$ cat config.mk
export PLATFORM = sky130hd
export DESIGN_NAME = cpu_bus_dma_sched_flat
export DESIGN_NICKNAME = d
export VERILOG_FILES = /design/src/rtl/cpu_bus_dma_sched_if.sv /design/src/rtl/cpu_bus_dma_sched.sv /design/src/flat_wrapper.sv
export SDC_FILE = /design/constraint.sdc
export NUM_CORES = 1
export LEC_CHECK = 0
export CAP_MARGIN = 20
export CORE_ASPECT_RATIO = 1.25
export CORE_MARGIN = 5
export CORE_UTILIZATION = 43
export DETAILED_ROUTE_END_ITERATION = 7
export PLACE_DENSITY = 0.81
export RECOVER_POWER = 50
export SLEW_MARGIN = 0
export SYNTH_ARGS = -nofsm -noshare
export SYNTH_HDL_FRONTEND = slang
export SYNTH_SLANG_ARGS = --single-unit
$ cat constraint.sdc
create_clock -name clk_in -period 2.66 [get_ports clk_in]
set_clock_uncertainty 0.2 [all_clocks]
set_input_delay 0.266 -clock clk_in [delete_from_list [all_inputs] [get_ports clk_in]]
set_output_delay 0.266 -clock clk_in [all_outputs]
set_load 0.02 [all_outputs]
$ cat src/rtl/cpu_bus_dma_sched_if.sv
// CPU/DMA bus bundle for cpu_bus_dma_sched: the scheduler sits on the slave
// modport, and the CPU core, memory bus and DMC unit drive the master side.
interface cpu_bus_dma_sched_if;
  logic        rdy_in;
  logic [15:0] cpu_a_in;
  logic [7:0]  cpu_d_in;
  logic        cpu_r_nw_in;
  logic [7:0]  bus_d_in;
  logic        dmc_req_in;
  logic [15:0] dmc_a_in;
  logic        cpu_ready_out;
  logic [15:0] a_out;
  logic [7:0]  d_out;
  logic        r_nw_out;
  logic        dmc_ack_out;
  logic [7:0]  dmc_d_out;
  logic        oam_active_out;

  modport slave (
    input  rdy_in, cpu_a_in, cpu_d_in, cpu_r_nw_in, bus_d_in, dmc_req_in, dmc_a_in,
    output cpu_ready_out, a_out, d_out, r_nw_out, dmc_ack_out, dmc_d_out, oam_active_out
  );

  modport master (
    output rdy_in, cpu_a_in, cpu_d_in, cpu_r_nw_in, bus_d_in, dmc_req_in, dmc_a_in,
    input  cpu_ready_out, a_out, d_out, r_nw_out, dmc_ack_out, dmc_d_out, oam_active_out
  );
endinterface

$ cat src/rtl/cpu_bus_dma_sched.sv
// Arbitrates the CPU memory bus between the 6502 core, OAM DMA and DMC fetches.
// Define DMA_PARITY_ALIGN_EN to keep DMA reads on get cycles using a parity bit.
module cpu_bus_dma_sched #(
  parameter logic [15:0] DMA_REG_ADDR  = 16'h4014,
  parameter logic [15:0] OAM_DATA_ADDR = 16'h2004
) (
  input logic                clk_in,
  input logic                nrst_in,
  cpu_bus_dma_sched_if.slave bus
);

  localparam logic [2:0] S_IDLE      = 3'd0;
  localparam logic [2:0] S_OAM_HALT  = 3'd1;
  localparam logic [2:0] S_OAM_ALIGN = 3'd2;
  localparam logic [2:0] S_OAM_READ  = 3'd3;
  localparam logic [2:0] S_OAM_WRITE = 3'd4;
  localparam logic [2:0] S_DMC_HALT  = 3'd5;
  localparam logic [2:0] S_DMC_ALIGN = 3'd6;
  localparam logic [2:0] S_DMC_READ  = 3'd7;

  logic [2:0] state_q, state_d;
  logic [7:0] count_q, count_d;
  logic [7:0] page_q, page_d;
  logic [7:0] buf_q, buf_d;
  logic       oam_q, oam_d;
  logic       dmc_ack_q, dmc_ack_d;
  logic [7:0] dmc_d_q, dmc_d_d;
`ifdef DMA_PARITY_ALIGN_EN
  logic       parity_q;
`endif

  logic oam_trig;
  logic dmc_req;

  assign oam_trig = (bus.cpu_a_in == DMA_REG_ADDR) && !bus.cpu_r_nw_in;
  // The requester still holds its level during the ack cycle; masking it
  // there prevents a second fetch for the same request.
  assign dmc_req  = bus.dmc_req_in && !dmc_ack_q;

  always_comb begin
    state_d   = state_q;
    count_d   = count_q;
    page_d    = page_q;
    buf_d     = buf_q;
    oam_d     = oam_q;
    dmc_ack_d = 1'b0;
    dmc_d_d   = dmc_d_q;
    case (state_q)
      S_IDLE: begin
        if (oam_trig) begin
          page_d  = bus.cpu_d_in;
          count_d = 8'd0;
          oam_d   = 1'b1;
          state_d = S_OAM_HALT;
        end else if (dmc_req) begin
          state_d = S_DMC_HALT;
        end
      end
`ifdef DMA_PARITY_ALIGN_EN
      S_OAM_HALT:  state_d = parity_q ? S_OAM_READ : S_OAM_ALIGN;
      S_DMC_HALT:  state_d = parity_q ? S_DMC_READ : S_DMC_ALIGN;
`else
      S_OAM_HALT:  state_d = S_OAM_READ;
      S_DMC_HALT:  state_d = S_DMC_READ;
`endif
      S_OAM_ALIGN: state_d = S_OAM_READ;
      S_DMC_ALIGN: state_d = S_DMC_READ;
      S_OAM_READ: begin
        buf_d   = bus.bus_d_in;
        state_d = S_OAM_WRITE;
      end
      S_OAM_WRITE: begin
        count_d = count_q + 8'd1;
        if (count_q == 8'hFF) begin
          oam_d   = 1'b0;
          state_d = S_IDLE;
        end else if (dmc_req) begin
          state_d = S_DMC_READ;
        end else begin
          state_d = S_OAM_READ;
        end
      end
      S_DMC_READ: begin
        dmc_d_d   = bus.bus_d_in;
        dmc_ack_d = 1'b1;
`ifdef DMA_PARITY_ALIGN_EN
        state_d   = oam_q ? S_OAM_ALIGN : S_IDLE;
`else
        state_d   = oam_q ? S_OAM_READ : S_IDLE;
`endif
      end
      default: state_d = S_IDLE;
    endcase
  end

  always_ff @(posedge clk_in or negedge nrst_in) begin
    if (!nrst_in) begin
      state_q   <= S_IDLE;
      count_q   <= 8'd0;
      page_q    <= 8'd0;
      buf_q     <= 8'd0;
      oam_q     <= 1'b0;
      dmc_ack_q <= 1'b0;
      dmc_d_q   <= 8'd0;
`ifdef DMA_PARITY_ALIGN_EN
      parity_q  <= 1'b0;
`endif
    end else if (bus.rdy_in) begin
      state_q   <= state_d;
      count_q   <= count_d;
      page_q    <= page_d;
      buf_q     <= buf_d;
      oam_q     <= oam_d;
      dmc_ack_q <= dmc_ack_d;
      dmc_d_q   <= dmc_d_d;
`ifdef DMA_PARITY_ALIGN_EN
      parity_q  <= ~parity_q;
`endif
    end
  end

  // Halt and align states issue a dummy read at the CPU's address.
  always_comb begin
    bus.a_out    = bus.cpu_a_in;
    bus.d_out    = bus.cpu_d_in;
    bus.r_nw_out = 1'b1;
    case (state_q)
      S_IDLE:      bus.r_nw_out = bus.cpu_r_nw_in;
      S_OAM_READ:  bus.a_out    = {page_q, count_q};
      S_OAM_WRITE: begin
        bus.a_out    = OAM_DATA_ADDR;
        bus.d_out    = buf_q;
        bus.r_nw_out = 1'b0;
      end
      S_DMC_READ:  bus.a_out    = bus.dmc_a_in;
      default:     bus.r_nw_out = 1'b1;
    endcase
  end

  assign bus.cpu_ready_out  = bus.rdy_in && (state_q == S_IDLE);
  assign bus.oam_active_out = oam_q;
  assign bus.dmc_ack_out    = dmc_ack_q;
  assign bus.dmc_d_out      = dmc_d_q;

endmodule
$ cat src/flat_wrapper.sv
// flat-port wrapper written by rule: the top's interface ports become plain ports
module cpu_bus_dma_sched_flat 
#(
  parameter logic [15:0] DMA_REG_ADDR  = 16'h4014,
  parameter logic [15:0] OAM_DATA_ADDR = 16'h2004
)
  (clk_in, nrst_in, bus_rdy_in, bus_cpu_a_in, bus_cpu_d_in, bus_cpu_r_nw_in, bus_bus_d_in, bus_dmc_req_in, bus_dmc_a_in, bus_cpu_ready_out, bus_a_out, bus_d_out, bus_r_nw_out, bus_dmc_ack_out, bus_dmc_d_out, bus_oam_active_out);
  cpu_bus_dma_sched_if bus_i ();
  input logic clk_in;
  input logic nrst_in;
  input wire logic [$bits(bus_i.rdy_in)-1:0] bus_rdy_in;
  input wire logic [$bits(bus_i.cpu_a_in)-1:0] bus_cpu_a_in;
  input wire logic [$bits(bus_i.cpu_d_in)-1:0] bus_cpu_d_in;
  input wire logic [$bits(bus_i.cpu_r_nw_in)-1:0] bus_cpu_r_nw_in;
  input wire logic [$bits(bus_i.bus_d_in)-1:0] bus_bus_d_in;
  input wire logic [$bits(bus_i.dmc_req_in)-1:0] bus_dmc_req_in;
  input wire logic [$bits(bus_i.dmc_a_in)-1:0] bus_dmc_a_in;
  output wire logic [$bits(bus_i.cpu_ready_out)-1:0] bus_cpu_ready_out;
  output wire logic [$bits(bus_i.a_out)-1:0] bus_a_out;
  output wire logic [$bits(bus_i.d_out)-1:0] bus_d_out;
  output wire logic [$bits(bus_i.r_nw_out)-1:0] bus_r_nw_out;
  output wire logic [$bits(bus_i.dmc_ack_out)-1:0] bus_dmc_ack_out;
  output wire logic [$bits(bus_i.dmc_d_out)-1:0] bus_dmc_d_out;
  output wire logic [$bits(bus_i.oam_active_out)-1:0] bus_oam_active_out;
  assign bus_i.rdy_in = bus_rdy_in;
  assign bus_i.cpu_a_in = bus_cpu_a_in;
  assign bus_i.cpu_d_in = bus_cpu_d_in;
  assign bus_i.cpu_r_nw_in = bus_cpu_r_nw_in;
  assign bus_i.bus_d_in = bus_bus_d_in;
  assign bus_i.dmc_req_in = bus_dmc_req_in;
  assign bus_i.dmc_a_in = bus_dmc_a_in;
  assign bus_cpu_ready_out = bus_i.cpu_ready_out;
  assign bus_a_out = bus_i.a_out;
  assign bus_d_out = bus_i.d_out;
  assign bus_r_nw_out = bus_i.r_nw_out;
  assign bus_dmc_ack_out = bus_i.dmc_ack_out;
  assign bus_dmc_d_out = bus_i.dmc_d_out;
  assign bus_oam_active_out = bus_i.oam_active_out;
  cpu_bus_dma_sched #(.DMA_REG_ADDR(DMA_REG_ADDR), .OAM_DATA_ADDR(OAM_DATA_ADDR)) u_core (.clk_in(clk_in), .nrst_in(nrst_in), .bus(bus_i));
endmodule
==> results.json, run 1 <==
{
  "crit_end": "bus_cpu_ready_out",
  "synth_top_area_share_pct": 43.5,
  "track_usage_pct": 20.4,
  "dpl.hpwl_um": 4870,
  "slowest_stage": "clkdlybuf4s50_1",
  "synth-seq-cells": 37,
  "rrSetupSlack_ps": 590,
  "tightest_slew_ps": 910,
  "vias": 2050,
  "cp.required_ps": 2190,
  "fin_cells": 366,
  "gr-usage-met3_pct": 6.82,
  "worst-endpoint-arrival_ps": 2120,
  "start_util_pct": 44.6,
  "crit_path_end_kind": "primary output",
  "syn2layout_area_growth_pct": 52.4,
  "min_period_ps": 2590,
  "timing.rr.start": "u_core.count_q[0]$_DFFE_PN0P_",
  "avgSynthCellArea_um2": 10.1,
  "ir_worst_vdd_v": 0.000603,
  "yosysTopAreaCell": "dfrtp_1",
  "ant_nets": 0,
  "leakage_nw": 1.49,
  "status": "completed",
  "start_kind": "register",
  "worstPathCellList": "or2_2 -> nor2_1 -> and2_1 -> clkdlybuf4s50_1",
  "hold_class": "register to register",
  "worst-path-buf-inv": 1,
  "synth_area_um2": 2130,
  "power_density_nw_per_um2": 1040,
  "post_cts.repair.setup_buffers": 0,
  "ff2ff_path_depth": 6,
  "core_region_area_um2": 4760,
  "clockBufferDepth": 2,
  "via_per_inst": 5.60,
  "seq_area_um2": 927,
  "multi_input_area_um2": 1140,
  "yosysMostFrequentCell": "dfrtp_1",
  "fin_setup_tns_ps": 0,
  "synth_enable_flop_cells": 0,
  "wl_per_cell_um": 17.4,
  "cts_root_buf": "clkbuf_8",
  "use_met1_pct": 25.0,
  "timing.fmax_ghz": 0.387,
  "insertion_delay_ps": 300,
  "first_pass_iters": 4,
  "grt_pass1_wl_um": 10100,
  "yosys-top-cells-area": "dfrtp_1 44%, mux2_2 17%, o21ai_0 5.4%, a21oi_1 4.2%, o22ai_1 4.1%",
  "die-area_um2": 6460,
  "cpPeakStageDelay_ps": 640,
  "top_usage_layer": "met2",
  "critical-path-top-delay-family": "simple AND/OR/NAND/NOR gates",
  "synth_nets": 264,
  "setup_violations": 0,
  "die_h_um": 88.6,
  "n_antenna_cell": 0,
  "async_flop_share_pct": 100,
  "htree_levels": 2,
  "ys_dominant_reg_cell": "dfrtp_1",
  "met2_usage_pct": 33.1,
  "layout-drive-gt1-share_pct": 19.9,
  "drc": 0,
  "crit_start": "u_core.state_q[1]$_DFFE_PN0P_",
  "synth_cells": 210,
  "seq_area_frac_synth_pct": 43.5,
  "drt_first_iter_violations": 123,
  "grt_setup_unrepaired": "false",
  "min_period_over_period_pct": 97.2,
  "clock_sinks": 37,
  "place.port_buffers": 88,
  "numCtsBuffers": 5,
  "critical_path_peak_fanout": 11,
  "io_pins": 89,
  "r2r-end": "u_core.state_q[2]$_DFFE_PN0P_",
  "ys_types": 41,
  "max-slew-margin-rel_pct": 39.4,
  "hold_viol_final": 0,
  "cap_violations": 0,
  "dp.cells": 357,
  "path_class": "register to primary output",
  "grt_pass1_vias": 2136,
  "overflow": 0,
  "antenna_found_initial": 0,
  "crit_cells": 4,
  "slew_viol_final": 0,
  "place_congestion": 0.921,
  "yosys-top-cells-count": "37 x dfrtp_1, 33 x mux2_2, 23 x o21ai_0, 18 x a21oi_1, 14 x o22ai_1",
  "fillers": 382,
  "routed_wl_um": 6370,
  "yosysWarningCount": 0,
  "clkTransAtPathRegs_ps": 80,
  "rows": 28,
  "dieWidth_um": 72.9,
  "grt_max_degree": 38,
  "cts_tree": "built",
  "nets": 359
}
## sequential cells by signal, indices dropped and copies added (netlist names)
register / cells
u_core.buf_q: 8
u_core.bus.dmc_ack_out: 1
u_core.bus.dmc_d_out: 8
u_core.bus.oam_active_out: 1
u_core.count_q: 8
u_core.page_q: 8
u_core.state_q: 3
## worst min path at each step
stage                           startpoint                            end  cells past startpoint
2_1_floorplan                      nrst_in    u_core.buf_q[0]$_DFFE_PN0P_                      0
3_3_place_gp                       nrst_in  u_core.state_q[2]$_DFFE_PN0P_                      1
3_5_place_dp                       nrst_in  u_core.state_q[2]$_DFFE_PN0P_                      1
4_1_cts        u_core.buf_q[4]$_DFFE_PN0P_    u_core.buf_q[4]$_DFFE_PN0P_                      1
5_1_grt        u_core.buf_q[3]$_DFFE_PN0P_    u_core.buf_q[3]$_DFFE_PN0P_                      1
6_report       u_core.buf_q[5]$_DFFE_PN0P_    u_core.buf_q[5]$_DFFE_PN0P_                      1
## metrics by stage
| step | hold WS [ps] | utilization, % | total power [mW] | instance area, um2 | setup slack [ps] |
|---|---|---|---|---|---|
| final | 306 | 68.0 | 3.39 | 3240 | 73.3 |
| after global routing | 327 | 68.0 | 3.63 | 3240 | 3.00 |
| after CTS | 310 | 67.4 | 3.46 | 3210 | 28.7 |
| after detailed placement | 210 | 65.3 | 3.07 | 3110 | 252 |
| after global placement | 205 | 65.3 | 3.03 | 3110 | 287 |
| after floorplan | -230 | - | 2.14 | 2130 | 437 |
## logic make-up after synthesis
family / after synthesis / share of synthesized area (%)
xor gates and xnor gates: 2 / 0.824
muxes: 35 / 18.4
adders and majority gates: 1 / 0.588
buffers and inverters: 16 / 2.94
and+or+nand+nor: 44 / 12.4
AOI/OAI and AO/OA: 75 / 21.4
DFF: 37 / 43.5
## cell type report
| cell class | count | share of cell area (%) |
|---|---|---|
| inverter | 4 | 0.463 |
| clock inverter | 3 | 0.540 |
| timing repair buffer | 100 | 30.7 |
| sequential | 37 | 28.6 |
| clock buffer | 5 | 2.12 |
| multi-input combinational | 157 | 35.2 |
| tap | 60 | 2.32 |
## layout by cell type, fill, tap and decap left out, types with 2 or more instances in the layout
master,n
nand3_1,4
mux2_2,33
nor2_1,7
and3_1,3
nor4b_1,3
and2_1,3
clkbuf_8,5
a22oi_1,2
o22ai_1,14
dlymetal6s2s_1,13
clkinv_2,2
dfrtp_1,36
a31oi_1,4
a21o_1,2
nand4_1,3
mux2i_1,2
inv_1,4
a22o_1,3
buf_4,10
o21ai_0,23
nand2_1,10
clkdlybuf4s50_1,62
dlygate4sd3_1,12
a21oi_1,18
## power by group
part / total, mW / switching, mW / leakage, nW / internal, mW
Clock: 0.394 / 0.213 / 0.0439 / 0.181
Combinational: 2.07 / 1.07 / 0.984 / 0.996
Sequential: 0.923 / 0.163 / 0.458 / 0.760
## layer usage
metal | share of wire (%) | vias to the layer above
met1 | 41 | 976
li1 | - | 981
met2 | 47 | 87
met4 | 1.5 | 0
met5 | 0 | -
met3 | 10 | 6
## timing repair
action / 4_1_cts / 5_1_grt
resized for setup: 2 / 15
hold endpoints to repair: 37 / 0
pin swaps: 0 / 0
hold buffers: 1 / 0
endpoints found under the setup margin: 7 / 15
(Power assumes the default switching activity.)
==> run 2, diff against run 1 <==
--- a/config.mk
+++ b/config.mk
@@ -10,7 +10,7 @@
 export CORE_MARGIN = 5
 export CORE_UTILIZATION = 43
 export DETAILED_ROUTE_END_ITERATION = 7
-export PLACE_DENSITY = 0.81
+export PLACE_DENSITY = 0.9
 export RECOVER_POWER = 50
 export SLEW_MARGIN = 0
 export SYNTH_ARGS = -nofsm -noshare
==> run 2 against run 1 <==
Effect of this change: non-clock buffer count down 4; count of clock-buffer cells in the layout up 2; first-iteration DRC count grew 27%; register-to-register slack barely moved; via count up 0.88%; fmax grew 1.0%; design area shrank 0.93%; sequential share of layout area increased by 0.31 points; die area is the same; critical path type unchanged; critical endpoint unchanged; largest cell class unchanged; largest power group unchanged; highest routed layer unchanged.
==> results.json, run 2 (synthesis results as in run 1) <==
{
  "worst-endpoint-arrival_ps": 2090,
  "path_class": "register to primary output",
  "hold_start": "u_core.bus.dmc_d_out[6]$_DFFE_PN0P_",
  "setup_violations": 0,
  "internal-power_mw": 1.95,
  "pwr-share-clk_pct": 11.3,
  "syn2layout_area_growth_pct": 51.0,
  "antenna_found_initial": 0,
  "critical_path_peak_fanout": 10,
  "core_region_area_um2": 4760,
  "htree_levels": 2,
  "grt_pass1_vias": 2131,
  "tightest_slew_ps": 942,
  "worstPathCellList": "or2_2 -> nor2_1 -> and2_1 -> clkdlybuf4s50_1",
  "timing.fmax_ghz": 0.390,
  "place.port_buffers": 88,
  "slowest_stage": "clkdlybuf4s50_1",
  "cp.required_ps": 2190,
  "dp.cells": 352,
  "leakage_nw": 1.44,
  "fin_cells": 361,
  "nets": 355,
  "hold_path_end": "u_core.bus.dmc_d_out[6]$_DFFE_PN0P_",
  "drt_first_iter_violations": 156,
  "vias": 2068,
  "holdPathStages": 1,
  "worst-path-buf-inv": 1,
  "status": "completed",
  "hold_viol_final": 0,
  "power_mw": 3.40,
  "cts_tree": "built",
  "critical-path-top-delay-family": "simple AND/OR/NAND/NOR gates",
  "grt_max_degree": 38,
  "power_density_nw_per_um2": 1060,
  "layout_commonest_cell": "clkdlybuf4s50_1",
  "power_frac_comb_pct": 61.1,
  "io_pins": 89,
  "clkTransAtPathRegs_ps": 70,
  "clockBufferDepth": 2,
  "die_h_um": 88.6,
  "p_sw_mw": 1.45,
  "n_antenna_cell": 0,
  "fillers": 393,
  "drc": 0,
  "grt_setup_unrepaired": "false",
  "crit_start": "u_core.state_q[1]$_DFFE_PN0P_",
  "insertion_delay_ps": 270,
  "routed_wl_um": 6500,
  "ant_nets": 0,
  "grt_pass1_wl_um": 10600,
  "dieWidth_um": 72.9,
  "start_kind": "register",
  "hold_class": "register to register",
  "start_util_pct": 44.6,
  "ff2ff_path_depth": 6,
  "rows": 28,
  "cts_root_buf": "clkbuf_8",
  "slew_viol_final": 0,
  "r2r-end": "u_core.state_q[2]$_DFFE_PN0P_",
  "power.share.sequential_pct": 27.6,
  "track_usage_pct": 21.0,
  "most-common-layout-cells": "66 x clkdlybuf4s50_1, 35 x dfrtp_1, 33 x mux2_2",
  "fin_setup_tns_ps": 0,
  "via_per_inst": 5.73,
  "cpPeakStageDelay_ps": 630,
  "min_period_over_period_pct": 96.3,
  "crit_path_end_kind": "primary output",
  "layout-drive-gt1-share_pct": 18.9,
  "timing.rr.start": "u_core.count_q[0]$_DFFE_PN0P_",
  "clock_sinks": 37,
  "numCtsBuffers": 5,
  "overflow": 0,
  "cap_violations": 0,
  "rrSetupSlack_ps": 590,
  "dpl.hpwl_um": 5020,
  "ir_worst_vdd_v": 0.000539,
  "min_period_ps": 2560,
  "max-slew-margin-rel_pct": 37.2,
  "place_congestion": 0.894,
  "wl_per_cell_um": 18.0,
  "die-area_um2": 6460,
  "p_sw_share_pct": 42.6,
  "first_pass_iters": 4
}
run 2: power by group through the flow:
| stage | logic (mW) | registers [mW] | clock network, mW |
|---|---|---|---|
| 6_report | 2.08 | 0.938 | 0.382 |
| 5_1_grt | 2.25 | 0.970 | 0.422 |
| 4_1_cts | 2.11 | 0.936 | 0.404 |
| 3_5_place_dp | 2.11 | 0.942 | 0 |
| 3_3_place_gp | 2.05 | 0.929 | 0 |
| 2_1_floorplan | 1.18 | 0.955 | 0 |
run 2: worst register-to-register path, stage by stage (launching register included):
cell and delay (ps):
dfrtp_1 410, ha_1 210, and3_1 280, and4_1 240, o2111ai_1 160, o211a_1 180
a211o_1 270
run 2: worst max-delay path by stage:
| stage | to | depth (start not counted) |
|---|---|---|
| 2_1_floorplan | bus_a_out[0] | 7 |
| 3_3_place_gp | u_core.count_q[0]$_DFFE_PN0P_ | 5 |
| 3_5_place_dp | u_core.count_q[0]$_DFFE_PN0P_ | 5 |
| 4_1_cts | bus_a_out[12] | 5 |
| 5_1_grt | bus_a_out[7] | 5 |
| 6_report | bus_cpu_ready_out | 4 |
run 2: area by class of cell:
type / instances / area (um2) / share of cell area (%)
Clock buffer: 7 / 86.3 / 2.69
Multi-Input combinational cell: 157 / 1150 / 35.8
Timing Repair Buffer: 96 / 956 / 29.8
Sequential cell: 37 / 928 / 28.9
Tap cell: 60 / 75.1 / 2.34
Inverter: 4 / 15.0 / 0.467
run 2: routing by layer:
metal / track usage [%] / vias to the layer above / share of wire, %
met1: 26.1 / 980 / 39
met2: 36.2 / 100 / 50
met4: 5.87 / 0 / 0.98
met3: 5.11 / 8 / 9.6
met5: 0 / - / 0
li1: - / 980 / -
run 2: timing repair:
action,in CTS,in global routing
endpoints found under the setup margin,24,24
buffers inserted,0,1
hold buffers,1,0
resized for setup,4,12
hold endpoints to repair,37,0
run 2: through the flow:
| step | area, um2 | worst slack, ps | hold slack [ps] | util, % |
|---|---|---|---|---|
| after floorplan | 2130 | 437 | -230 | - |
| after global placement | 3080 | 164 | 196 | 64.5 |
| after detailed placement | 3080 | 104 | 210 | 64.5 |
| after CTS | 3180 | 4.50 | 307 | 66.7 |
| after global routing | 3210 | 11.7 | 311 | 67.4 |
| final | 3210 | 99.1 | 300 | 67.4 |
==> run 3, diff against run 2 <==
--- a/config.mk
+++ b/config.mk
@@ -7,7 +7,6 @@
 export LEC_CHECK = 0
 export CAP_MARGIN = 20
 export CORE_ASPECT_RATIO = 1.25
-export CORE_MARGIN = 5
 export CORE_UTILIZATION = 43
 export DETAILED_ROUTE_END_ITERATION = 7
 export PLACE_DENSITY = 0.9
==> run 3 against run 2 <==
Effect of this change: die area is 19% lower; count of clock-buffer cells in the layout stayed put; combinational power hardly changed; critical path type unchanged; critical endpoint unchanged; highest routed layer unchanged.
==> results.json, run 3 (synthesis results as in run 1) <==
{
  "status": "completed",
  "multi_input_area_um2": 1150,
  "place_congestion": 0.845,
  "fillers": 369,
  "cts_tree": "built",
  "crit_start": "u_core.state_q[1]$_DFFE_PN0P_",
  "hold_start": "u_core.bus.dmc_d_out[6]$_DFFE_PN0P_",
  "hold_viol_final": 0,
  "hold_class": "register to register",
  "dpl.hpwl_um": 4430,
  "seq_area_um2": 928,
  "clockBufferDepth": 2,
  "rrSetupSlack_ps": 520,
  "fin_util_pct": 68.4,
  "dieWidth_um": 64.9,
  "p_sw_mw": 1.43,
  "die-area_um2": 5230,
  "start_kind": "register",
  "ant_nets": 0,
  "min_period_ps": 2580,
  "critical_path_peak_fanout": 11,
  "htree_levels": 2,
  "n_antenna_cell": 0,
  "power_mw": 3.49,
  "gr-usage-met3_pct": 5.11,
  "met2_usage_pct": 42.3,
  "leakage_nw": 1.42,
  "r2r-end": "u_core.state_q[2]$_DFFE_PN0P_",
  "power.share.sequential_pct": 26.7,
  "ir_worst_vdd_v": 0.000914,
  "nets": 355,
  "most-common-layout-cells": "70 x clkdlybuf4s50_1, 35 x dfrtp_1, 33 x mux2_2",
  "max-slew-margin-rel_pct": 39.6,
  "worst-endpoint-arrival_ps": 2120,
  "first_pass_iters": 4,
  "place.port_buffers": 88,
  "rows": 28,
  "dp.cells": 353,
  "grt_pass1_vias": 1977,
  "core_region_area_um2": 4730,
  "layout-drive-gt1-share_pct": 19.2,
  "track_usage_pct": 23.0,
  "insertion_delay_ps": 280,
  "overflow": 0,
  "power_density_nw_per_um2": 1080,
  "crit_cells": 4,
  "ff2ff_path_depth": 6,
  "vias": 2049,
  "worst-path-buf-inv": 1,
  "syn2layout_area_growth_pct": 52.1,
  "fin_cells": 362,
  "fin_setup_tns_ps": 0,
  "timing.rr.start": "u_core.count_q[1]$_DFFE_PN0P_",
  "path_class": "register to primary output",
  "drc": 0,
  "slowest_stage": "clkdlybuf4s50_1",
  "cp.required_ps": 2190,
  "min_period_over_period_pct": 97.1,
  "drt_first_iter_violations": 101,
  "use_met1_pct": 25.4,
  "grt_max_degree": 38,
  "routed_wl_um": 5840,
  "post_cts.repair.setup_buffers": 0,
  "critical-path-top-delay-family": "simple AND/OR/NAND/NOR gates",
  "crit_path_end_kind": "primary output",
  "die_h_um": 80.6,
  "cts_root_buf": "clkbuf_8",
  "worstPathCellList": "or2_2 -> nor2_1 -> and2_1 -> clkdlybuf4s50_1",
  "cap_violations": 0,
  "timing.fmax_ghz": 0.387,
  "grt_pass1_wl_um": 9240,
  "internal-power_mw": 2.06,
  "numCtsBuffers": 5,
  "io_pins": 89,
  "p_sw_share_pct": 40.9,
  "antenna_found_initial": 0,
  "setup_violations": 0,
  "pwr-share-clk_pct": 14.2,
  "wl_per_cell_um": 16.1,
  "clkTransAtPathRegs_ps": 70,
  "clock_sinks": 37,
  "top_usage_layer": "met2",
  "start_util_pct": 45.0,
  "tightest_slew_ps": 906,
  "crit_end": "bus_cpu_ready_out",
  "via_per_inst": 5.66,
  "slew_viol_final": 0,
  "layout_commonest_cell": "clkdlybuf4s50_1",
  "power_frac_comb_pct": 59.1,
  "cpPeakStageDelay_ps": 630
}
==> run 3: worst min path at each step <==
stage	cells past startpoint	end	slack, ps
finish	1	u_core.bus.dmc_d_out[6]$_DFFE_PN0P_	300
CTS	1	u_core.buf_q[4]$_DFFE_PN0P_	310
floorplan	0	u_core.buf_q[0]$_DFFE_PN0P_	-230
detailed placement	1	u_core.state_q[2]$_DFFE_PN0P_	210
global placement	1	u_core.state_q[2]$_DFFE_PN0P_	200
global route	1	u_core.bus.dmc_d_out[5]$_DFFE_PN0P_	320
==> run 3: cell type report <==
class                           count  share of cell area, %
Tap cell                           60                   2.32
Clock buffer                        7                   2.67
Clock inverter                      1                  0.928
Sequential cell                    37                   28.7
Timing Repair Buffer               96                   29.4
Inverter                            4                  0.464
Multi-Input combinational cell    157                   35.6
==> run 3: what timing repair did <==
action	CTS	global route
hold endpoints to repair	37	0
gates cloned	0	0
gates resized for setup	3	9
pin swaps	0	0
setup endpoints to repair	23	17
hold buffers	1	0
==> run 3: power by group through the flow <==
stage	logic, mW	clock network [mW]	registers (mW)
3_5_place_dp	2.08	0	0.936
3_3_place_gp	2.04	0	0.923
2_1_floorplan	1.18	0	0.955
6_report	2.06	0.496	0.932
5_1_grt	2.21	0.534	0.964
4_1_cts	2.09	0.506	0.929
==> run 3: per-layer routing <==
metal	vias to the layer above	share of wire [%]
met3	12	8.0
met1	968	41
met4	0	2.2
met5	-	0
met2	97	49
li1	972	-
==> run 3: through the flow <==
step / setup slack [ps] / hold WS, ps / instance area [um2]
final: 76.2 / 300 / 3240
after global routing: -1.85 / 324 / 3240
after CTS: 16.0 / 309 / 3220
after detailed placement: 112 / 213 / 3080
after global placement: 161 / 202 / 3080
after floorplan: 437 / -230 / 2130
